### src/rtl/cic_decimator.sv
// N-stage CIC decimator (M=1): integrators at input rate, D=1<<Decimation_Factor downsampler,
// combs at output rate, DC-gain shift and saturation. Define CIC_ROUND_EN to round before the shift.
module cic_decimator #(
   parameter int DATA_WIDTH = 16,
   parameter int N_STAGES   = 3
) (
   input  logic                         clk,
   input  logic                         rst_n,
   input  logic                         EN,
   input  logic                         bypass,
   input  logic signed [DATA_WIDTH-1:0] x_n,
   input  logic        [2:0]            Decimation_Factor,
   output logic signed [DATA_WIDTH-1:0] y_n
);

   localparam int ACC_W = DATA_WIDTH + N_STAGES*4;
   localparam int NRM_W = ACC_W + 1;
   localparam logic signed [NRM_W-1:0] SAT_MAX =
      {{(NRM_W-DATA_WIDTH+1){1'b0}}, {(DATA_WIDTH-1){1'b1}}};
   localparam logic signed [NRM_W-1:0] SAT_MIN =
      {{(NRM_W-DATA_WIDTH+1){1'b1}}, {(DATA_WIDTH-1){1'b0}}};

   logic signed [ACC_W-1:0]      integ    [N_STAGES];
   logic signed [ACC_W-1:0]      comb_dly [N_STAGES];
   logic signed [ACC_W-1:0]      comb_in  [N_STAGES];
   logic signed [ACC_W-1:0]      comb_out;
   logic        [2:0]            fac;
   logic        [2:0]            fac_q;
   logic        [3:0]            phase;
   logic        [3:0]            phase_eff;
   logic        [3:0]            phase_last;
   logic        [3:0]            phase_nxt;
   logic                         strobe;
   logic        [7:0]            shift_amt;
   logic signed [NRM_W-1:0]      norm_sum;
   logic signed [NRM_W-1:0]      norm;
   logic signed [DATA_WIDTH-1:0] y_sat;

   // A factor change restarts counting with the current cycle as phase 0.
   always_comb begin
      fac        = (Decimation_Factor > 3'd4) ? 3'd4 : Decimation_Factor;
      phase_last = 4'((5'd1 << fac) - 5'd1);
      phase_eff  = (fac != fac_q) ? 4'd0 : phase;
      strobe     = (phase_eff == phase_last);
      phase_nxt  = strobe ? 4'd0 : phase_eff + 4'd1;
   end

   // NOTE: every variable of a combinational block is assigned before any conditional use, so no latch is inferred.
   always_comb begin
      logic signed [ACC_W-1:0] acc;
      acc = integ[N_STAGES-1];
      for (int i = 0; i < N_STAGES; i++) begin
         comb_in[i] = acc;
         acc        = acc - comb_dly[i];
      end
      comb_out = acc;
   end

   always_comb begin
      shift_amt = 8'(N_STAGES * int'(fac));
      norm_sum  = NRM_W'(comb_out);
`ifdef CIC_ROUND_EN
      if (shift_amt != 8'd0)
         norm_sum = norm_sum + (NRM_W'(1) <<< (shift_amt - 8'd1));
`endif
      norm = norm_sum >>> shift_amt;
      if (norm > SAT_MAX)
         y_sat = SAT_MAX[DATA_WIDTH-1:0];
      else if (norm < SAT_MIN)
         y_sat = SAT_MIN[DATA_WIDTH-1:0];
      else
         y_sat = norm[DATA_WIDTH-1:0];
   end

   // NOTE: integrator and comb arrays are cleared element by element in reset; a surviving partial sum would bias every later output.
   always_ff @(posedge clk or negedge rst_n) begin
      if (!rst_n) begin
         for (int i = 0; i < N_STAGES; i++) begin
            integ[i]    <= '0;
            comb_dly[i] <= '0;
         end
         phase <= '0;
         fac_q <= '0;
         y_n   <= '0;
      end else if (EN) begin
         // NOTE: non-blocking updates make each stage add its predecessor's previous value, one stage per cycle.
         integ[0] <= integ[0] + ACC_W'(x_n);
         for (int i = 1; i < N_STAGES; i++)
            integ[i] <= integ[i] + integ[i-1];
         phase <= phase_nxt;
         fac_q <= fac;
         if (strobe) begin
            for (int i = 0; i < N_STAGES; i++)
               comb_dly[i] <= comb_in[i];
         end
         if (bypass)
            y_n <= x_n;
         else if (strobe)
            y_n <= y_sat;
      end
   end

endmodule

### config.mk
export PLATFORM = sky130hd
export DESIGN_NAME = cic_decimator
export DESIGN_NICKNAME = d
export VERILOG_FILES = /design/src/rtl/cic_decimator.sv
export SDC_FILE = /design/constraint.sdc
export NUM_CORES = 1
export LEC_CHECK = 0
export CAP_MARGIN = 20
export CORE_MARGIN = 3
export CORE_UTILIZATION = 60
export CTS_CLUSTER_SIZE = 12
export DETAILED_ROUTE_END_ITERATION = 10
export PLACE_DENSITY = 0.77
export SYNTH_ARGS = -nofsm -noshare
export SYNTH_HDL_FRONTEND = slang
export SYNTH_SLANG_ARGS = --single-unit
### constraint.sdc
create_clock -name clk -period 15.55 [get_ports clk]
set_input_delay 3.11 -clock clk [delete_from_list [all_inputs] [get_ports clk]]
set_output_delay 3.11 -clock clk [all_outputs]
set_load 0.02 [all_outputs]
==> results of run 1 <==
## flip-flops by register name (all words and copies together) (netlist names)
name and flops:
y_n 16, fac_q 3, comb_dly 84, phase 4, integ 56, comb_in 28
## path summary, 6_finish.rpt
kind	start	to	slack [ps]	depth (start not counted)
worst min-delay path	comb_dly[1]$_DFFE_PN0P_	comb_dly[1]$_DFFE_PN0P_	490	2
worst max-delay path	comb_in[56]$_DFFE_PN0P_	y_n[2]$_DFFE_PN0P_	6250	36
min in group asynchronous	rst_n	fac_q[2]$_DFFE_PN0P_	2730	1
worst min register to register	comb_dly[1]$_DFFE_PN0P_	comb_dly[1]$_DFFE_PN0P_	490	2
worst max register to register	comb_in[56]$_DFFE_PN0P_	y_n[2]$_DFFE_PN0P_	6250	36
max in group asynchronous	rst_n	comb_dly[4]$_DFFE_PN0P_	11480	2
## final cells by class
type | instances | area, µm² | share of cell area (%)
Clock buffer | 17 | 425.4 | 2.346
Multi-Input combinational cell | 1497 | 11190 | 61.72
Sequential cell | 191 | 4780 | 26.36
Tap cell | 372 | 465.4 | 2.567
Timing Repair Buffer | 50 | 491.7 | 2.712
Inverter | 148 | 555.5 | 3.064
Clock inverter | 15 | 224.0 | 1.235
## cell families after synthesis
| logic type | count (synthesis) | share of synthesized area (%) |
|---|---|---|
| compound gates | 518 | 20.41 |
| simple gates | 509 | 14.66 |
| buf+inv | 211 | 4.807 |
| flops | 191 | 28.52 |
| fa+ha+maj | 173 | 13.18 |
| mux | 167 | 11.43 |
| xor+xnor | 130 | 6.995 |
## layer usage
metal  vias to the layer above  GRT usage [%]
met3                        78          3.623
met1                      6697          33.15
li1                       6896              -
met5                         -              0
met2                       280          44.90
met4                         0          9.966
## through the flow
step | hold slack, ps | setup WS (ps) | cells | util (%) | instance area, µm²
after floorplan | 449.8 | 7845 | 1899 | - | 16760
after global placement | 464.6 | 6667 | 2257 | 64.23 | 17460
after detailed placement | 479.3 | 6386 | 2257 | 64.23 | 17460
after CTS | 494.4 | 6352 | 2289 | 66.62 | 18100
after global routing | 516.2 | 5472 | 2290 | 66.72 | 18130
final | 492.1 | 6247 | 2290 | 66.72 | 18130
## worst min-delay path: stages, from the launching register on
cell and delay, ps:
dfrtp_1 350, nand2_1 50, o21ai_0 60
## cell usage after synthesis (23+ instances only)
master / count
a211oi_1: 23
a21o_1: 45
a21oi_1: 126
a31oi_1: 33
clkbuf_1: 47
dfrtp_1: 191
ha_1: 167
inv_1: 148
mux2_2: 131
mux2i_1: 29
nand2_1: 164
nand3_1: 39
nor2_1: 122
nor3_1: 42
o21ai_0: 105
xnor2_1: 85
xor2_1: 42
==> results.toml, run 1 <==
[clock_tree]
cts_made_buffers = 17
clock_latency_ps = 450
cts_resized = 0
cts-root-buf = "clkbuf_16"
htree_levels = 4
post_cts_buffers = 0
cts_hold_buffers = 0
cts_tree = "yes"
clockBufferDepth = 2
path_clk_slew_ps = 90
cts_sinks = 191

[route]
dr.max_layer_used = "met4"
wl_per_cell_um = 16.86
wl_met3_mm = 1.384
drt_pre_antenna_iters = 5
wl_mm = 38.61
dr_wl_met2_mm = 18.56
drc_errors = 0
vias = 13950
drtAntennaViolNets = 0
viasPerCell = 6.092
met1_length_mm = 17.24
drtIter0Drc = 918

[yosys]
synth_top_cell_area_share_pct = 28.52
avgSynthCellArea_um2 = 8.826
synth.ff_latch_count = 191
yosys.area.top_type = "dfrtp_1"
ys_top_cells_by_area = "dfrtp_1, ha_1, mux2_2, xnor2_1, a21oi_1"
syn-num-nets = 2095
synth_edf_count = 0
ys_types = 90
synth_area_um2 = 16760
ys_seq_area_share_pct = 28.52
syn_inst = 1899
async_flop_share_pct = 100.0
synth_warnings = 0
synth_ff_type = "dfrtp_1"

[sta]
max_freq_ghz = 0.1075
worst_slew_pin_slew_ps = 1061
maxSlewHeadroom_pct = 28.34
hold_violations = 0
fin_crit_ps = 9303
skew_ps = 19.63
rsz0062_at_grt = "no"
fin_setup_tns_ps = 0
finalCritPeriodShare_pct = 59.82
slew_viol_final = 0
setup_violations = 0

[layout]
area_growth_pct = 8.182
diodes = 0
fill_cells = 2222
final_common_cell = "dfrtp_1"
fin_nets = 2101
drive_gt1_share_pct = 11.37
mostFrequentLayoutCells = "dfrtp_1, ha_1, nand2_1"

[min_path]
hold_class = "reg -> reg"

[critical_path]
cpMostUsedCell = "nor2_1"
critPathMaxStageDelay_ps = 600
critical_path_arrival_ps = 9590
crit_slowest_cell = "and4b_1"
crit_type = "reg -> reg"
cp-end-kind = "flop"
crit_family = "compound AO/OA/AOI/OAI gates"
critical_path_required_ps = 15840
cp-start-kind = "flop"
cp_max_fo = 16
path_buf_inv = 2

[global_routing]
grt_pass1_vias = 13720
grt_pass1_wl_mm = 65.87
grt_use_total_pct = 26.01
grt_start_max_net_pins = 98
grt_overflow = 0
antenna_found_initial = 0

[floorplan]
die_h_um = 173.1
placementRows = 60
start_util_pct = 61.68
pin_count = 39
dieArea_um2 = 29980
core_area_um2 = 27180
die-width_um = 173.1

[job]
drv_cap = 0

[run_status]
outcome = "complete, no violations"

[placement]
dpl.hpwl_mm = 29.21
portBuffers = 38
gp_congestion = 1.001
Power of run 1 is left out: the tool's default activity adds up to more than one toggle a clock period on the data nets, which glitch-free logic cannot reach.
==> run 2, diff against run 1 <==
CORE_UTILIZATION = 58   (was 60)
PLACE_DENSITY = 0.78   (was 0.77)
clock period = 7.8 ns   (was 15.55 ns; I/O delays follow)
==> results.toml, run 2 (synthesis results as in run 1) <==
[sta]
setup_violations = 16
maxSlewHeadroom_pct = 30.09
fin_crit_ps = 7950
slew_viol_final = 0
rsz0062_at_grt = "yes"
worst_slew_pin_slew_ps = 1045
finalCritPeriodShare_pct = 101.9
max_freq_ghz = 0.1258
skew_ps = 17.50
worst_slack_ps = -150.2
hold_violations = 0

[placement]
dpl.hpwl_mm = 30.17
portBuffers = 38
dpl-instance-area_um2 = 18320
gp_congestion = 0.8778

[floorplan]
start_util_pct = 59.51
core_area_um2 = 28160
dieArea_um2 = 30970
die-width_um = 176.0
die_h_um = 176.0
placementRows = 61
pin_count = 39

[global_routing]
grt_pass1_vias = 14570
grt_use_total_pct = 26.40
grt_overflow = 0
grt_start_max_net_pins = 116
grt_pass1_wl_mm = 68.07
antenna_found_initial = 0

[layout]
diodes = 0
final_common_cell = "dfrtp_1"
fin_nets = 2243
postLayoutCellArea_um2 = 19620
largest_reg_flops = 84
drive_gt1_share_pct = 20.68
area_growth_pct = 17.07
top_register = "comb_dly"
mostFrequentLayoutCells = "dfrtp_1, ha_1, nand2_1"

[clock_tree]
clockBufferDepth = 2
cts_made_buffers = 17
cts_sinks = 191
cts-root-buf = "clkbuf_16"
path_clk_slew_ps = 90
cts_tree = "yes"
htree_levels = 4
clock_latency_ps = 450

[route]
vias = 14640
drtAntennaViolNets = 0
drt_pre_antenna_iters = 8
drc_errors = 0
drtIter0Drc = 841
viasPerCell = 6.006
wl_mm = 41.89
wl_per_cell_um = 17.18

[job]
drv_cap = 0

[run_status]
outcome = "finished with violations"
violations = "setup timing"

[critical_path]
critical_path_arrival_ps = 8320
critPathMaxStageDelay_ps = 640
cp_max_fo = 6
crit_type = "reg -> reg"
cp-end-kind = "flop"
r2r_slack_ps = -150
critical_path_required_ps = 8170
crit_slowest_cell = "or4b_2"
cp-start-kind = "flop"

[min_path]
hold_class = "reg -> reg"
## run 2: changes by cell type in the layout (fill, tap and decap cells not counted), moves of 4 or more
cell     before  now
a21oi_1     126  109
a21oi_2       2   18
a31oi_1      33   23
a31oi_4       1    8
and3_1       16   11
and3_4        0    4
buf_4        12  150
o21ai_0     105   99
o21ai_2       1    6
## run 2: metal layers
| metal | up-vias | wire [µm] | track usage (%) |
|---|---|---|---|
| met1 | 7019 | 17400 | 32.04 |
| met3 | 104 | 1626 | 3.140 |
| li1 | 7148 | - | - |
| met4 | 0 | 1652 | 11.15 |
| met5 | - | 0 | 0 |
| met2 | 371 | 21210 | 47.39 |
## run 2: final cells by class
cell class,count,area [µm²]
Clock buffer,18,429.2
Multi-Input combinational cell,1498,11630
Timing Repair Buffer,191,1584
Fill cell,2097,8541
Tap cell,378,473.0
Inverter,148,555.5
Clock inverter,14,170.2
Sequential cell,191,4780
## run 2: final timing paths
check / startpoint / depth (start not counted) / to
worst max-delay path: comb_in[56]$_DFFE_PN0P_ / 41 / y_n[12]$_DFFE_PN0P_
min in group asynchronous: rst_n / 1 / fac_q[2]$_DFFE_PN0P_
max in group asynchronous: rst_n / 3 / phase[0]$_DFFE_PN0P_
worst min-delay path: comb_dly[20]$_DFFE_PN0P_ / 1 / comb_dly[20]$_DFFE_PN0P_
worst min register to register: comb_dly[20]$_DFFE_PN0P_ / 1 / comb_dly[20]$_DFFE_PN0P_
worst max register to register: comb_in[56]$_DFFE_PN0P_ / 41 / y_n[12]$_DFFE_PN0P_
## run 2: critical path, delay by kind of cell (launching register included)
family,cells,cell delay [ps]
buffers and inverters,4,410
adder cells (fa/ha/maj),4,1080
flip-flops,1,400
multiplexers,1,70
XOR/XNOR,2,310
AO/OA/AOI/OAI,23,4030
AND/OR/NAND/NOR,7,1600
## run 2: repair_timing
action	CTS	global route
hold buffers	0	0
pin swaps	52	57
endpoints found under the hold margin	0	0
gates cloned	1	1
endpoints found under the setup margin	16	16
setup buffers	18	9
resized for setup	47	43
## run 2: per-stage QoR
stage	std cells	hold slack (ps)	TNS (ps)	utilization (%)	setup slack (ps)
final	2438	506.7	-1708	69.67	-150.2
after global routing	2438	515.8	-8531	69.67	-552.0
after CTS	2427	505.9	-674.2	68.37	-61.35
after detailed placement	2376	489.0	-10240	65.06	-659.0
after global placement	2376	470.6	-7152	65.06	-461.0
after floorplan	1899	449.8	0	-	94.87
Power of run 2 is left out for the same reason.
